<file path="config.mk">
export PLATFORM = sky130hd
export DESIGN_NAME = inv_mix_columns_iter_flat
export DESIGN_NICKNAME = d
export VERILOG_FILES = /design/src/rtl/aes_pkg.sv /design/src/rtl/inv_mix_columns_iter_if.sv /design/src/rtl/inv_mix_single_column.sv /design/src/rtl/inv_mix_columns_iter.sv /design/src/flat_wrapper.sv
export SDC_FILE = /design/constraint.sdc
export NUM_CORES = 1
export LEC_CHECK = 0
export CAP_MARGIN = 20
export CORE_AREA = 2 2 326 167
export CTS_CLUSTER_SIZE = 40
export DETAILED_ROUTE_END_ITERATION = 10
export DIE_AREA = 0 0 328 169
export PLACE_DENSITY_LB_ADDON = 0.25
export SYNTH_ARGS = -nofsm -noshare
export SYNTH_HDL_FRONTEND = slang
export SYNTH_HIERARCHICAL = 1
export SYNTH_SLANG_ARGS = --single-unit
</file>
<file path="constraint.sdc">
create_clock -name clk -period 4.5 [get_ports clk]
set_input_delay 0.9 -clock clk [delete_from_list [all_inputs] [get_ports clk]]
set_output_delay 0.9 -clock clk [all_outputs]
set_load 0.02 [all_outputs]
</file>
<file path="src/rtl/aes_pkg.sv">
// AES shared package: GF(2^8) helpers and the InvMixColumns FSM state type.
// Used by both the encrypt and decrypt datapaths; no ports.
package aes_pkg;

    localparam logic [7:0] AES_RED_POLY = 8'h1B;

    typedef enum logic [1:0] {
        IDLE,
        BUSY,
        DONE
    } imc_state_t;

    function automatic logic [7:0] xtime(input logic [7:0] b);
        return {b[6:0], 1'b0} ^ (b[7] ? AES_RED_POLY : 8'h00);
    endfunction

    function automatic logic [7:0] gf_mul9(input logic [7:0] b);
        logic [7:0] x2, x4, x8;
        x2 = xtime(b);
        x4 = xtime(x2);
        x8 = xtime(x4);
        return x8 ^ b;
    endfunction

    function automatic logic [7:0] gf_mul11(input logic [7:0] b);
        logic [7:0] x2, x4, x8;
        x2 = xtime(b);
        x4 = xtime(x2);
        x8 = xtime(x4);
        return x8 ^ x2 ^ b;
    endfunction

    function automatic logic [7:0] gf_mul13(input logic [7:0] b);
        logic [7:0] x2, x4, x8;
        x2 = xtime(b);
        x4 = xtime(x2);
        x8 = xtime(x4);
        return x8 ^ x4 ^ b;
    endfunction

    function automatic logic [7:0] gf_mul14(input logic [7:0] b);
        logic [7:0] x2, x4, x8;
        x2 = xtime(b);
        x4 = xtime(x2);
        x8 = xtime(x4);
        return x8 ^ x4 ^ x2;
    endfunction

endpackage

</file>
<file path="src/rtl/inv_mix_columns_iter_if.sv">
// InvMixColumns handshake bundle: input side and output side valid/ready.
// master = upstream/downstream driver, slave = the inv_mix_columns_iter block.
interface inv_mix_columns_iter_if;

    logic         in_valid;
    logic         in_ready;
    logic         bypass;
    logic [127:0] state_in;
    logic         out_valid;
    logic         out_ready;
    logic [127:0] state_out;
    logic         busy;

    modport master (
        output in_valid,
        output bypass,
        output state_in,
        output out_ready,
        input  in_ready,
        input  out_valid,
        input  state_out,
        input  busy
    );

    modport slave (
        input  in_valid,
        input  bypass,
        input  state_in,
        input  out_ready,
        output in_ready,
        output out_valid,
        output state_out,
        output busy
    );

endinterface

</file>
<file path="src/rtl/inv_mix_single_column.sv">
// One InvMixColumns column: combinational 32b -> 32b over GF(2^8).
// Ports: col_in (a0 at [31:24]), col_out (r0 at [31:24]).
module inv_mix_single_column
    import aes_pkg::*;
(
    input  logic [31:0] col_in,
    output logic [31:0] col_out
);

    logic [7:0] a0, a1, a2, a3;
    logic [7:0] r0, r1, r2, r3;

    assign a0 = col_in[31:24];
    assign a1 = col_in[23:16];
    assign a2 = col_in[15:8];
    assign a3 = col_in[7:0];

    assign r0 = gf_mul14(a0) ^ gf_mul11(a1)
              ^ gf_mul13(a2) ^ gf_mul9(a3);
    assign r1 = gf_mul9(a0)  ^ gf_mul14(a1)
              ^ gf_mul11(a2) ^ gf_mul13(a3);
    assign r2 = gf_mul13(a0) ^ gf_mul9(a1)
              ^ gf_mul14(a2) ^ gf_mul11(a3);
    assign r3 = gf_mul11(a0) ^ gf_mul13(a1)
              ^ gf_mul9(a2)  ^ gf_mul14(a3);

    assign col_out = {r0, r1, r2, r3};

endmodule

</file>
<file path="src/rtl/inv_mix_columns_iter.sv">
// InvMixColumns for AES decrypt, iterative (one column/cycle) by default.
// Define INV_MIX_COLUMNS_PARALLEL_EN for four column units (one BUSY cycle).
// Ports: clk, rst (async, active-low), bus (slave modport):
//   in_valid/in_ready/bypass/state_in, out_valid/out_ready/state_out, busy.
// Param HOLD_OUTPUT: 1 keeps state_out after the output handshake, 0 clears.
module inv_mix_columns_iter
    import aes_pkg::*;
#(
    parameter bit HOLD_OUTPUT = 1'b1
)(
    input  logic                      clk,
    input  logic                      rst,
    inv_mix_columns_iter_if.slave     bus
);

    imc_state_t   state_q, state_d;
    logic [127:0] work_q, work_d;
    logic [127:0] out_q, out_d;
    logic         vld_q, vld_d;

    // Work register after this cycle's column update(s).
    logic [127:0] mix_all;
    // This BUSY cycle writes the final column.
    logic         last;

`ifdef INV_MIX_COLUMNS_PARALLEL_EN

    for (genvar g = 0; g < 4; g++) begin : g_col
        inv_mix_single_column u_col (
            .col_in  (work_q[127-32*g -: 32]),
            .col_out (mix_all[127-32*g -: 32])
        );
    end

    assign last = 1'b1;

`else

    logic [1:0]  cnt_q, cnt_d;
    logic [31:0] col_sel;
    logic [31:0] col_new;

    always_comb begin
        col_sel = work_q[127:96];
        unique case (cnt_q)
            2'd0: col_sel = work_q[127:96];
            2'd1: col_sel = work_q[95:64];
            2'd2: col_sel = work_q[63:32];
            2'd3: col_sel = work_q[31:0];
            default: col_sel = work_q[127:96];
        endcase
    end

    inv_mix_single_column u_col (
        .col_in  (col_sel),
        .col_out (col_new)
    );

    always_comb begin
        mix_all = work_q;
        unique case (cnt_q)
            2'd0: mix_all[127:96] = col_new;
            2'd1: mix_all[95:64]  = col_new;
            2'd2: mix_all[63:32]  = col_new;
            2'd3: mix_all[31:0]   = col_new;
            default: mix_all = work_q;
        endcase
    end

    assign last = (cnt_q == 2'd3);

    always_comb begin
        cnt_d = cnt_q;
        if (state_q == BUSY) begin
            cnt_d = cnt_q + 2'd1;
        end
    end

    always_ff @(posedge clk or negedge rst) begin
        if (!rst) begin
            cnt_q <= 2'd0;
        end else begin
            cnt_q <= cnt_d;
        end
    end

`endif

    always_comb begin
        state_d = state_q;
        work_d  = work_q;
        out_d   = out_q;
        vld_d   = vld_q;
        unique case (state_q)
            IDLE: begin
                if (bus.in_valid) begin
                    work_d = bus.state_in;
                    if (bus.bypass) begin
                        state_d = DONE;
                        out_d   = bus.state_in;
                        vld_d   = 1'b1;
                    end else begin
                        state_d = BUSY;
                    end
                end
            end
            BUSY: begin
                work_d = mix_all;
                if (last) begin
                    state_d = DONE;
                    out_d   = mix_all;
                    vld_d   = 1'b1;
                end
            end
            DONE: begin
                if (bus.out_ready) begin
                    state_d = IDLE;
                    vld_d   = 1'b0;
                    if (!HOLD_OUTPUT) begin
                        out_d = '0;
                    end
                end
            end
            default: begin
                state_d = IDLE;
                vld_d   = 1'b0;
            end
        endcase
    end

    always_ff @(posedge clk or negedge rst) begin
        if (!rst) begin
            state_q <= IDLE;
            work_q  <= '0;
            out_q   <= '0;
            vld_q   <= 1'b0;
        end else begin
            state_q <= state_d;
            work_q  <= work_d;
            out_q   <= out_d;
            vld_q   <= vld_d;
        end
    end

    // Held low while in reset so every output reads 0 during reset.
    assign bus.in_ready  = rst && (state_q == IDLE);
    assign bus.busy      = (state_q != IDLE);
    assign bus.out_valid = vld_q;
    assign bus.state_out = out_q;

endmodule

</file>
<file path="src/flat_wrapper.sv">
// flat-port wrapper written by rule: the top's interface ports become plain ports
module inv_mix_columns_iter_flat import aes_pkg::*;
#(
    parameter bit HOLD_OUTPUT = 1'b1
)
  (clk, rst, bus_in_valid, bus_bypass, bus_state_in, bus_out_ready, bus_in_ready, bus_out_valid, bus_state_out, bus_busy);
  inv_mix_columns_iter_if bus_i ();
  input  logic clk;
  input  logic rst;
  input wire logic [$bits(bus_i.in_valid)-1:0] bus_in_valid;
  input wire logic [$bits(bus_i.bypass)-1:0] bus_bypass;
  input wire logic [$bits(bus_i.state_in)-1:0] bus_state_in;
  input wire logic [$bits(bus_i.out_ready)-1:0] bus_out_ready;
  output wire logic [$bits(bus_i.in_ready)-1:0] bus_in_ready;
  output wire logic [$bits(bus_i.out_valid)-1:0] bus_out_valid;
  output wire logic [$bits(bus_i.state_out)-1:0] bus_state_out;
  output wire logic [$bits(bus_i.busy)-1:0] bus_busy;
  assign bus_i.in_valid = bus_in_valid;
  assign bus_i.bypass = bus_bypass;
  assign bus_i.state_in = bus_state_in;
  assign bus_i.out_ready = bus_out_ready;
  assign bus_in_ready = bus_i.in_ready;
  assign bus_out_valid = bus_i.out_valid;
  assign bus_state_out = bus_i.state_out;
  assign bus_busy = bus_i.busy;
  inv_mix_columns_iter #(.HOLD_OUTPUT(HOLD_OUTPUT)) u_core (.clk(clk), .rst(rst), .bus(bus_i));
endmodule
</file>
Word level (Yosys, flattened, before mapping):

Index checks and enable logic that the tools add are counted.

* word-level logic and storage cells: 105
* bits of input ports: 133
* output and inout port bits: 131
* bits in registers: 261

* eq/ne operators: 9
* reductions and logical operators: 9
* muxes and demuxes: 33
* bitwise operators: 48
* add/subtract/negate cells: 1

Operators with widths (count)
* $mux 128: 4
* $pmux 128 s2: 2
* $xor 8x8->8: 38
* $mux 32: 4
* $pmux 32 s4: 1
* $xor 8x5->8: 10
* $mux 5: 12
* $mux 2: 4
* $reduce_and 4->1: 2
* $eq 2x2->1 const B: 3
* $ne 2x2->1 const B: 3
* $pmux 2 s3: 1
* $eq 2x1->1 const B: 2
* $logic_not 2->1: 2
* $mux 1: 4
* $reduce_bool 2->1: 2
* $pmux 1 s3: 1
* $reduce_and 3->1: 1
* $add 2x1->2 const B: 1
* $ne 2x1->1 const B: 1
* $reduce_and 2->1: 1
* $logic_and 1x1->1: 1

Longest topological paths before layout:

Gate-level depths: netlist of run 1.

* depth in word-level cells: 16
* gate-level depth with buffers: 14
* gate-level depth less buffers: 11

Modules after synthesis:

The synthesis of run 1 kept the hierarchy.

Modules (own cells, without submodules)
* inv_mix_columns_iter: sequential area each 6531.3 um^2, instances 1, area an instance 13305.3 um^2, cells each 1221
* inv_mix_single_column: sequential area each 0.0 um^2, instances 1, area an instance 2249.7 um^2, cells each 213

Worst setup path after synthesis of run 1:

No wires, ideal clock.

* path type: register to register
* start point: register u_core.cnt_q[0]
* end point: register u_core.out_q[54] (netlist: u_core/bus.state_out[54])
* period minus slack after synthesis: 3818 ps
* setup time: 126 ps
* path slack: 682 ps
* cell stages (with the launch flop): 15
* arrival time: 3692 ps
* required time: 4374 ps
* path buffers: 4
* cells stage by stage: dfrtp_1 inv_1 ha_1 buf_2 buf_2 buf_2 mux2i_1 buf_6 xnor3_1 xor3_1 xnor3_1 xnor2_1 mux2i_1 nor2_1 a221o_1

* elaborated cells on any way between the ends: 36
* those cells by class: eq/ne (4); mux (8); bitwise (22); reduce/logical (2)

RTL lines
* start, declared: line inv_mix_columns_iter.sv:39 `logic [1:0] cnt_q, cnt_d;`
* start signal, assigned: line inv_mix_columns_iter.sv:83 `cnt_q <= cnt_d;`
* $eq 2x2->1, or another cell as far along: line inv_mix_columns_iter.sv:45 `unique case (cnt_q)`
* $pmux 32 s4 *: line inv_mix_columns_iter.sv:45
* named net u_core.col_sel[31]: line inv_mix_columns_iter.sv:40 `logic [31:0] col_sel;`
* $mux 5 *: line aes_pkg.sv:14 `return {b[6:0], 1'b0} ^ (b[7] ? AES_RED_POLY : 8'h00);`
* $xor 8x5->8 * (3 in a row): line aes_pkg.sv:14
* $xor 8x8->8 *: line aes_pkg.sv:22 `return x8 ^ b;`
* $xor 8x8->8 *: line inv_mix_single_column.sv:20 `assign r1 = gf_mul9(a0) ^ gf_mul14(a1)`
* $xor 8x8->8 * (2 in a row): line inv_mix_single_column.sv:21 `^ gf_mul11(a2) ^ gf_mul13(a3);`
* named net u_core.col_new[22]: line inv_mix_columns_iter.sv:41 `logic [31:0] col_new;`
* $mux 32 *: line inv_mix_columns_iter.sv:61 `unique case (cnt_q)`
* $mux 128 *: line inv_mix_columns_iter.sv:109 `if (last) begin`
* $pmux 128 s2 *: line inv_mix_columns_iter.sv:94 `unique case (state_q)`
* end signal, assigned: line inv_mix_columns_iter.sv:140 `out_q <= out_d;`
* end, declared: line inv_mix_columns_iter.sv:18 `logic [127:0] out_q, out_d;`

The timed path passes the listed nets; every way through them passes the cells marked *. The select of a mux whose other input is x is not followed.
A chain may end at the register's enable or synchronous reset.

Worst setup path in the final report of run 1:

* start point: register u_core.cnt_q[0]
* end point: register u_core.out_q[68] (netlist: u_core/bus.state_out[68])

* elaborated cells on any way between the ends: 43
* those cells by class: eq/ne (4); mux (15); bitwise (22); reduce/logical (2)

RTL lines
* $eq 2x2->1, or another cell as far along: line inv_mix_columns_iter.sv:45
* $pmux 32 s4 *: line inv_mix_columns_iter.sv:45
* named net u_core.col_sel[9]: line inv_mix_columns_iter.sv:40
* $xor 8x5->8 * (2 in a row): line aes_pkg.sv:14
* $xor 8x8->8 *: line aes_pkg.sv:14
* $xor 8x8->8 *: line aes_pkg.sv:22
* $xor 8x8->8 * (2 in a row): line inv_mix_single_column.sv:25 `^ gf_mul9(a2) ^ gf_mul14(a3);`
* named net u_core.col_new[4]: line inv_mix_columns_iter.sv:41
* $mux 32 *: line inv_mix_columns_iter.sv:61
* $mux 128 *: line inv_mix_columns_iter.sv:109
* $pmux 128 s2 *: line inv_mix_columns_iter.sv:94

Marked as above.

==> out/results.tsv, run 1 <==
metric	value	unit
ys async rst share	100.0	%
Synth Instances	1434	
# DRC	0	
cell taking the most area after synthesis	dfrtp_1	
Rows	60	
Post-synth top flop	dfrtp_1	
via/cell ratio	5.398	
Die H	169	µm
arrival time at the worst endpoint	4.87	ns
Worst path slowest cell	xnor3_2	
clock tree buffer depth	3	
Synth top area share	41.99	%
crit end category	register	
Critical Path Start Type	register	
First-pass DRT Iterations	9	
HP Class	in -> async	
WP depth	13	
area added between synthesis and finish	31.42	%
top cells by count, synth	dfrtp_1, a221o_1, mux2i_1	
Final Skew	0.01592	ns
Max H-tree Level	1	
most numerous cell in the Yosys netlist	dfrtp_1	
GRT Residual Overflow	0	
largest net degree at the start of global routing	130	
Reg area	0.006531	mm²
worst endpoint required time	4.96	ns
# setup viols final	0	
Fmax achieved	226.6	MHz
post-synthesis average cell area	10.85	µm²
syn nets	1571	
reg2reg start	u_core/cnt_q[0]	
register area share after synthesis	41.99	%
layout cell share with drive strength beyond 1	10.44	%
Buf/Inv on CP	3	
count of final hold-check violations	0	
mapped cell area	0.01555	mm²
I/O Pins	264	
vias after detailed routing	13101	
DR iter-0 viols	1229	
worst reg-to-reg path cell count	13	
CTS tree	built	
cell count after placement	2374	
Fin Hold WS	0.1963	ns
top cells by area, synth	dfrtp_1, a221o_1, mux2i_1, xnor2_1, a22o_1	
final critical-path share of the clock period	98.06	%
Routed Antenna Nets	0	
Final nets	1829	
EDFF count, synth	0	
Worst-Skew Late Latency	0.58	ns
dpl hpwl	42550	µm
status	complete, no violations	
worst-margin pin slew	0.9855	ns
initial antenna violation count	0	
Max FO, Critical Path	16	
crit path cell chain	inv_1 > ha_4 > buf_12 > buf_4 > a222oi_1 > mux2i_2 > xnor3_1 > xor2_1 > xnor2_1 > xnor3_2 > mux2i_1 > nor2_1 > a221o_1	
GRT Overall Usage	21.61	%
clk root buf	clkbuf_16	
Max-Cap Viols	0	
max-slew violation count	0	
first-pass GRT wire length	90910	µm
WL/cell	25.07	µm
# fillers	5154	
gpl congestion	0.9559	
WL final	60860	µm
critical path class	reg -> reg	
Num CTS Buffers	28	
vias in the first global route	13488	
Initial Utilization	29.47	%
clock slew at reported path FFs	0.07	ns
RSZ-0062 raised after global routing	no	
Crit. Startpoint	u_core/cnt_q[0]	
Distinct cells, synth	33	
Diodes inserted	0	
port bufs	263	
Post-Layout Cell Count	2427	
yosys warns	6	
Core Area	0.05278	mm²
clk sink count	261	
DIE AREA	0.05543	mm²
flops & latches, synth	261	
Final min period	4.413	ns
die width	328	µm
CTS Hold Buffers Added	0	
Multi-input gate area	0.008314	mm²
Worst path top cell family by delay	XOR/XNOR gates	
max incr delay on CP	0.65	ns
Worst slew margin	34.30	%
kinds of logic after synthesis:
kind of cell             synth area share [%]
flip-flops                              41.99
adder cells (fa/ha/maj)                0.3218
multiplexers                            8.237
AO/OA/AOI/OAI                           23.84
AND/OR/NAND/NOR                         6.363
XOR/XNOR                                13.90
buffers and inverters                   5.349
through the flow:
stage               cell area [µm²]  utilization, %  setup WS [ns]   TNS, ns
floorplan                     15550               -         0.6820         0
global placement              19420           36.80       -0.07544  -0.07544
detailed placement            19420           36.80       0.009686         0
CTS                           20410           38.67        0.01155         0
global route                  20440           38.73       0.008042         0
finish                        20440           38.73        0.08721         0
metal layers:
layer	track usage (%)	vias to the layer above	part of all wire [%]
met4	5.106	0	2.1
met1	31.43	6673	47
met5	0	-	0
li1	-	5855	-
met2	31.98	500	43
met3	5.403	73	7.5
what timing repair did:
action / in CTS / in global routing
pin swaps: 0 / 3
endpoints found under the setup margin: 1 / 37
gates resized for setup: 2 / 5
endpoints found under the hold margin: 0 / 0
setup buffers: 0 / 1
layout make-up:
| class | count | share of cell area, % |
|---|---|---|
| multi-input combinational | 989 | 40.67 |
| sequential | 261 | 31.95 |
| timing repair buffer | 375 | 17.57 |
| tap | 713 | 4.364 |
| clock buffer | 46 | 4.352 |
| inverter | 37 | 0.6794 |
| clock inverter | 6 | 0.4162 |
cells in the final DEF, fill, tap and decap left out, types with 2 or more instances in the layout:
cell type        count
xnor2_2              3
clkbuf_16           29
a2bb2oi_1           33
xor2_1              33
xor3_1               4
o22ai_1             33
clkbuf_1             7
and3_1              32
xnor3_1             26
inv_1               37
a22o_1              96
a21oi_1              2
xor2_2               4
mux2i_1            126
buf_4              103
ha_4                 3
a221o_1            128
clkbuf_8            10
buf_12               9
nor2_1             100
mux2i_2              2
a21oi_4              2
clkinvlp_4           2
nand2_1            100
clkinv_2             2
xnor2_1            124
o21a_1              96
bufinv_16            2
clkdlybuf4s50_1    262
a222oi_1            32
dfrtp_1            261
sequential cells by signal, summed over array words and instances, names as in the netlist:
register,flops
u_core/bus.state_out,128
u_core/cnt_q,2
u_core/bus.out_valid,1
u_core/work_q,128
u_core/state_q,2
worst paths after layout:
check                                             to  slack [ns]
setup / recovery            u_core/bus.state_out[68]        0.09
hold / removal                     u_core/work_q[76]        0.20
setup reg to reg            u_core/bus.state_out[68]        0.09
hold reg to reg              u_core/bus.state_out[5]        0.51
max in group asynchronous  u_core/bus.state_out[118]        2.57
min in group clk             u_core/bus.state_out[5]        0.51
Power of run 1 is not shown: default switching activity piles up to over one toggle a cycle in this logic, so the estimate is an artifact.
==> run 2, diff against run 1 <==
--- a/config.mk
+++ b/config.mk
@@ -10,6 +10,7 @@
 export CTS_CLUSTER_SIZE = 40
 export DETAILED_ROUTE_END_ITERATION = 10
 export DIE_AREA = 0 0 328 169
+export GPL_TIMING_DRIVEN = 0
 export PLACE_DENSITY_LB_ADDON = 0.25
 export SYNTH_ARGS = -nofsm -noshare
 export SYNTH_HDL_FRONTEND = slang
==> run 2 against run 1 <==
Global-route usage is 3.8 points higher. Clock skew is 0.00056 ns higher. Non-clock buffer count is 45 higher. Sequential share of layout area is 0.45 points lower. Fmax is 0.76% lower. Via count is 5.2% higher. Worst setup slack worse by 0.034 ns.
==> out/results.tsv, run 2 (synthesis results as in run 1) <==
metric	value	unit
status	complete, no violations	
Core Area	0.05278	mm²
worst-margin pin slew	0.9897	ns
dpl hpwl	56070	µm
Crit. Startpoint	u_core/cnt_q[0]	
Max FO, Critical Path	10	
arrival time at the worst endpoint	4.89	ns
WL final	71360	µm
first-pass GRT wire length	101800	µm
Final Skew	0.01648	ns
Initial Utilization	29.47	%
die width	328	µm
Final nets	1872	
clock tree buffer depth	3	
Met2 Wirelength	28070	µm
RSZ-0062 raised after global routing	yes	
Rows	60	
Worst path top cell family by delay	XOR/XNOR gates	
r2r endpoint	u_core/bus.state_out[43]	
I/O Pins	264	
clk root buf	clkbuf_16	
Num CTS Buffers	26	
GRT Overall Usage	25.37	%
max incr delay on CP	0.55	ns
reg2reg start	u_core/cnt_q[0]	
area added between synthesis and finish	33.28	%
Buf/Inv on CP	3	
initial antenna violation count	2	
commonest non-fill, non-tap cell in the layout	clkdlybuf4s50_1	
vias after detailed routing	13782	
Top Layer Used	met5	
HP Class	in -> async	
gpl congestion	0.9214	
GRT Residual Overflow	0	
largest net degree at the start of global routing	116	
CTS tree	built	
Die H	169	µm
Final min period	4.446	ns
WL met1	35160	µm
via/cell ratio	5.591	
layout cell share with drive strength beyond 1	13.44	%
pre-CTS setup slack	-1.198	ns
DIE AREA	0.05543	mm²
crit path cell chain	inv_1 > ha_1 > buf_2 > buf_2 > a222oi_1 > mux2i_2 > xnor2_2 > xor2_1 > xnor2_1 > xnor3_1 > mux2i_1 > nor2_1 > a221o_1	
clk sink count	261	
worst reg-to-reg path cell count	13	
crit end category	register	
Worst-Skew Late Latency	0.57	ns
Critical Path Start Type	register	
First-pass DRT Iterations	6	
worst endpoint required time	4.94	ns
met3 wire length	6585	µm
Max H-tree Level	1	
DR iter-0 viols	1716	
# setup viols final	0	
# fillers	5150	
flop2flop setup slack	0.05	ns
Worst path slowest cell	xnor3_1	
# DRC	0	
final critical-path share of the clock period	98.81	%
Max-Cap Viols	0	
critical path class	reg -> reg	
Worst slew margin	34.02	%
port bufs	263	
final setup TNS	0	ns
final setup margin	0.05351	ns
max-slew violation count	0	
WL/cell	28.95	µm
vias in the first global route	13831	
count of final hold-check violations	0	
Fmax achieved	224.9	MHz
Crit path top cell by count	buf_2	
clock slew at reported path FFs	0.07	ns
Routed Antenna Nets	0	
most frequent cells in the layout	clkdlybuf4s50_1, dfrtp_1, a221o_1	
[run 2: cell types whose count changed in the layout (fill, tap and decap cells not counted), sizes merged]
| cell | before | now |
|---|---|---|
| clkinvlp | 2 | 1 |
| diode | 0 | 3 |
| buf | 113 | 109 |
| clkbuf | 46 | 84 |
| clkinv | 2 | 5 |
| bufinv | 2 | 1 |
[run 2: area by class of cell]
type                    instances  area (µm²)  share of cell area (%)
diodes                          3       7.507                 0.03621
plain buffers                 147       763.2                   3.682
clock buffers                  35       765.7                   3.694
clock inverters                 7       62.56                  0.3018
inverters                      37       138.9                  0.6699
multi-input cells             989        8817                   42.53
flip-flops and latches        261        6531                   31.50
well taps                     713       892.1                   4.303
repair buffers                273        2753                   13.28
[run 2: per-stage QoR]
| step | cells | hold WS [ns] | utilization (%) | cell area (µm²) |
|---|---|---|---|---|
| 2_1_floorplan | 1434 | 0.4946 | - | 15550 |
| 3_3_place_gp | 2410 | 0.4964 | 36.15 | 19080 |
| 3_5_place_dp | 2414 | 0.4977 | 36.31 | 19160 |
| 4_1_cts | 2456 | 0.3251 | 38.73 | 20440 |
| 5_1_grt | 2462 | 0.3515 | 39.27 | 20720 |
| 6_report | 2465 | 0.2969 | 39.28 | 20730 |
[run 2: timing repair]
action	4_1_cts	5_1_grt
setup endpoints to repair	256	156
buffers inserted	0	6
pin swaps	8	16
endpoints found under the hold margin	0	0
hold buffers	0	0
resized for setup	83	49
[run 2: routing by layer]
metal | vias to the layer above | global-route usage (%)
met1 | 7058 | 39.93
met4 | 2 | 4.807
met3 | 88 | 6.059
met2 | 680 | 34.55
li1 | 5954 | -
met5 | - | 0
[run 2: worst max path at each step]
stage	to	slack [ns]	cells past startpoint
final	u_core/bus.state_out[43]	0.05	13
after global routing	u_core/bus.state_out[81]	-0.006	14
after floorplan	u_core/bus.state_out[54]	0.68	14
after CTS	u_core/bus.state_out[68]	0.002	14
after global placement	u_core/bus.state_out[125]	-9.52	1
after detailed placement	u_core/bus.state_out[127]	-1.20	13
Power of run 2 is left out for the same reason.
==> run 3, diff against run 2 <==
--- a/config.mk
+++ b/config.mk
@@ -5,11 +5,12 @@
 export SDC_FILE = /design/constraint.sdc
 export NUM_CORES = 1
 export LEC_CHECK = 0
+export ABC_AREA = 1
 export CAP_MARGIN = 20
-export CORE_AREA = 2 2 326 167
+export CORE_AREA = 2 2 344 176
 export CTS_CLUSTER_SIZE = 40
 export DETAILED_ROUTE_END_ITERATION = 10
-export DIE_AREA = 0 0 328 169
+export DIE_AREA = 0 0 346 178
 export GPL_TIMING_DRIVEN = 0
 export PLACE_DENSITY_LB_ADDON = 0.25
 export SYNTH_ARGS = -nofsm -noshare
==> run 3 against run 2 <==
Utilization decreased by 0.60 points. Global-route usage rose by 0.28 points. Via count rose by 34%. Sequential share of layout area is 2.6 points lower. Synthesized area grew 12%. First-iteration DRC count up 22%.
==> out/results.tsv, run 3 <==
metric	value	unit
status	complete, no violations	
Distinct cells, synth	29	
Fmax achieved	227.8	MHz
clk sink count	261	
final setup margin	0.1111	ns
register area share after synthesis	37.62	%
Final Skew	0.04617	ns
flop2flop setup slack	0.11	ns
WL/cell	20.68	µm
Critical Path Start Type	register	
Initial Utilization	29.69	%
initial antenna violation count	5	
Die H	178	µm
dpl hpwl	65520	µm
Worst slew margin	45.37	%
Rows	63	
Buf/Inv on CP	7	
gpl congestion	1.052	
top cells by count, synth	nand2_1, dfrtp_1, inv_1	
mapped cell area	0.01736	mm²
most frequent cells in the layout	nand2_1, clkdlybuf4s50_1, dfrtp_1	
r2r endpoint	u_core/bus.state_out[73]	
DIE AREA	0.06159	mm²
Design Area, Final	0.02262	mm²
RSZ-0062 raised after global routing	no	
layout cell share with drive strength beyond 1	7.715	%
vias after detailed routing	18481	
vias in the first global route	17095	
# setup viols final	0	
Final nets	3215	
clock tree buffer depth	3	
Core Area	0.05849	mm²
area added between synthesis and finish	30.30	%
max-slew violation count	0	
GRT Overall Usage	25.65	%
final critical-path share of the clock period	97.53	%
Crit path top cell by count	nand2_1	
ys async rst share	100.0	%
most numerous cell in the Yosys netlist	nand2_1	
post-synthesis average cell area	6.248	µm²
clock slew at reported path FFs	0.07	ns
Final min period	4.389	ns
Synth top area share	38.52	%
Worst path top cell family by delay	simple AND/OR/NAND/NOR gates	
final setup TNS	0	ns
Worst path slowest cell	dfrtp_1	
EDFF count, synth	0	
reg2reg start	u_core/cnt_q[0]	
worst-margin pin slew	0.8154	ns
flops & latches, synth	261	
# DRC	0	
commonest non-fill, non-tap cell in the layout	nand2_1	
die width	346	µm
max incr delay on CP	0.43	ns
WL final	80280	µm
clk root buf	clkbuf_16	
Routed Antenna Nets	0	
pre-CTS setup slack	-0.9355	ns
syn nets	2916	
Max-Cap Viols	0	
port bufs	263	
I/O Pins	264	
Post-synth top flop	dfrtp_1	
cell taking the most area after synthesis	nand2_1	
GRT Residual Overflow	0	
Max FO, Critical Path	10	
count of final hold-check violations	0	
worst reg-to-reg path cell count	24	
yosys warns	6	
via/cell ratio	4.762	
critical path class	reg -> reg	
CTS tree	built	
First-pass DRT Iterations	6	
crit path cell chain	inv_1 > ha_1 > clkbuf_4 > clkbuf_4 > clkbuf_4 > a21oi_1 > a31oi_1 > buf_6 > inv_1 > nand2_1 > nand2_2 > nand2_1 > nand2_1 > xor2_1 > xor2_2 > inv_1 > nand2_1 > nand2_2 > nand2_1 > o21ai_0 > nand2_1 > nand2_1 > nand2_1 > nand2_1	
Num CTS Buffers	26	
HP Class	in -> async	
Synth Instances	2779	
dpl cell area	0.02108	mm²
DR iter-0 viols	2099	
first-pass GRT wire length	115200	µm
worst endpoint required time	4.98	ns
crit end category	register	
top cells by area, synth	nand2_1, dfrtp_1, xor2_1, inv_1, xnor2_1	
largest net degree at the start of global routing	101	
Worst-Skew Late Latency	0.60	ns
arrival time at the worst endpoint	4.87	ns
Max H-tree Level	1	
[run 3: cell type report]
type	count	area, µm²
Inverter	157	601.8
Timing Repair Buffer	275	2784
Clock inverter	14	226.5
Antenna cell	3	7.507
Tap cell	780	975.9
Buffer	141	673.1
Fill cell	6360	35860
Sequential cell	261	6531
Multi-Input combinational cell	2216	10080
Clock buffer	34	740.7
[run 3: logic make-up (layout without fill, tap and decap cells)]
kind of cell	count (synthesis)	count (layout)	share of synthesized area [%]
AND/OR/NAND/NOR	1920	1920	42.50
buffers and inverters	302	621	7.235
flip-flops	261	261	37.62
XOR/XNOR	158	158	8.229
AO/OA/AOI/OAI	134	134	4.129
adder cells (fa/ha/maj)	4	4	0.2883
other	0	3	0
[run 3: worst max-delay path by stage]
| stage | startpoint | end | cells past startpoint |
|---|---|---|---|
| 2_1_floorplan | u_core/cnt_q[0] | u_core/work_q[65] | 24 |
| 4_1_cts | u_core/cnt_q[0] | u_core/bus.state_out[125] | 25 |
| 3_3_place_gp | rst | u_core/bus.state_out[52] | 1 |
| 5_1_grt | u_core/cnt_q[1] | u_core/bus.state_out[116] | 26 |
| 3_5_place_dp | u_core/cnt_q[0] | u_core/bus.state_out[51] | 23 |
| 6_report | u_core/cnt_q[0] | u_core/bus.state_out[73] | 24 |
[run 3: worst register-to-register path: cells and delay by family (launching register included)]
kind / cells / cell delay (ns)
AND/OR/NAND/NOR: 11 / 1.35
buffers and inverters: 7 / 1.12
XOR/XNOR: 2 / 0.62
AO/OA/AOI/OAI: 3 / 0.53
flip-flops: 1 / 0.43
adder cells (fa/ha/maj): 1 / 0.25
[run 3: stage by stage]
| step | utilization, % | hold slack, ns | instances |
|---|---|---|---|
| final | 38.68 | 0.3072 | 3881 |
| after global routing | 38.67 | 0.3606 | 3878 |
| after CTS | 38.38 | 0.3318 | 3881 |
| after detailed placement | 36.04 | 0.4582 | 3830 |
| after global placement | 35.86 | 0.4575 | 3822 |
| after floorplan | - | 0.4703 | 2779 |
[run 3: repair_timing]
item	CTS	global route
pin swaps	4	1
buffers inserted	4	0
setup endpoints to repair	241	236
endpoints found under the hold margin	0	0
cloned	0	0
resized for setup	58	47
hold buffers	0	0
[run 3: layer usage]
| metal | part of all wire [%] | up-vias | track usage [%] | wire [µm] |
|---|---|---|---|---|
| li1 | - | 8997 | - | - |
| met1 | 50 | 8531 | 40.30 | 39850 |
| met2 | 35 | 882 | 32.20 | 28490 |
| met3 | 13 | 71 | 9.844 | 10680 |
| met4 | 1.6 | 0 | 4.094 | 1253 |
| met5 | 0 | - | 0 | 0 |
Power of run 3 is left out for the same reason.
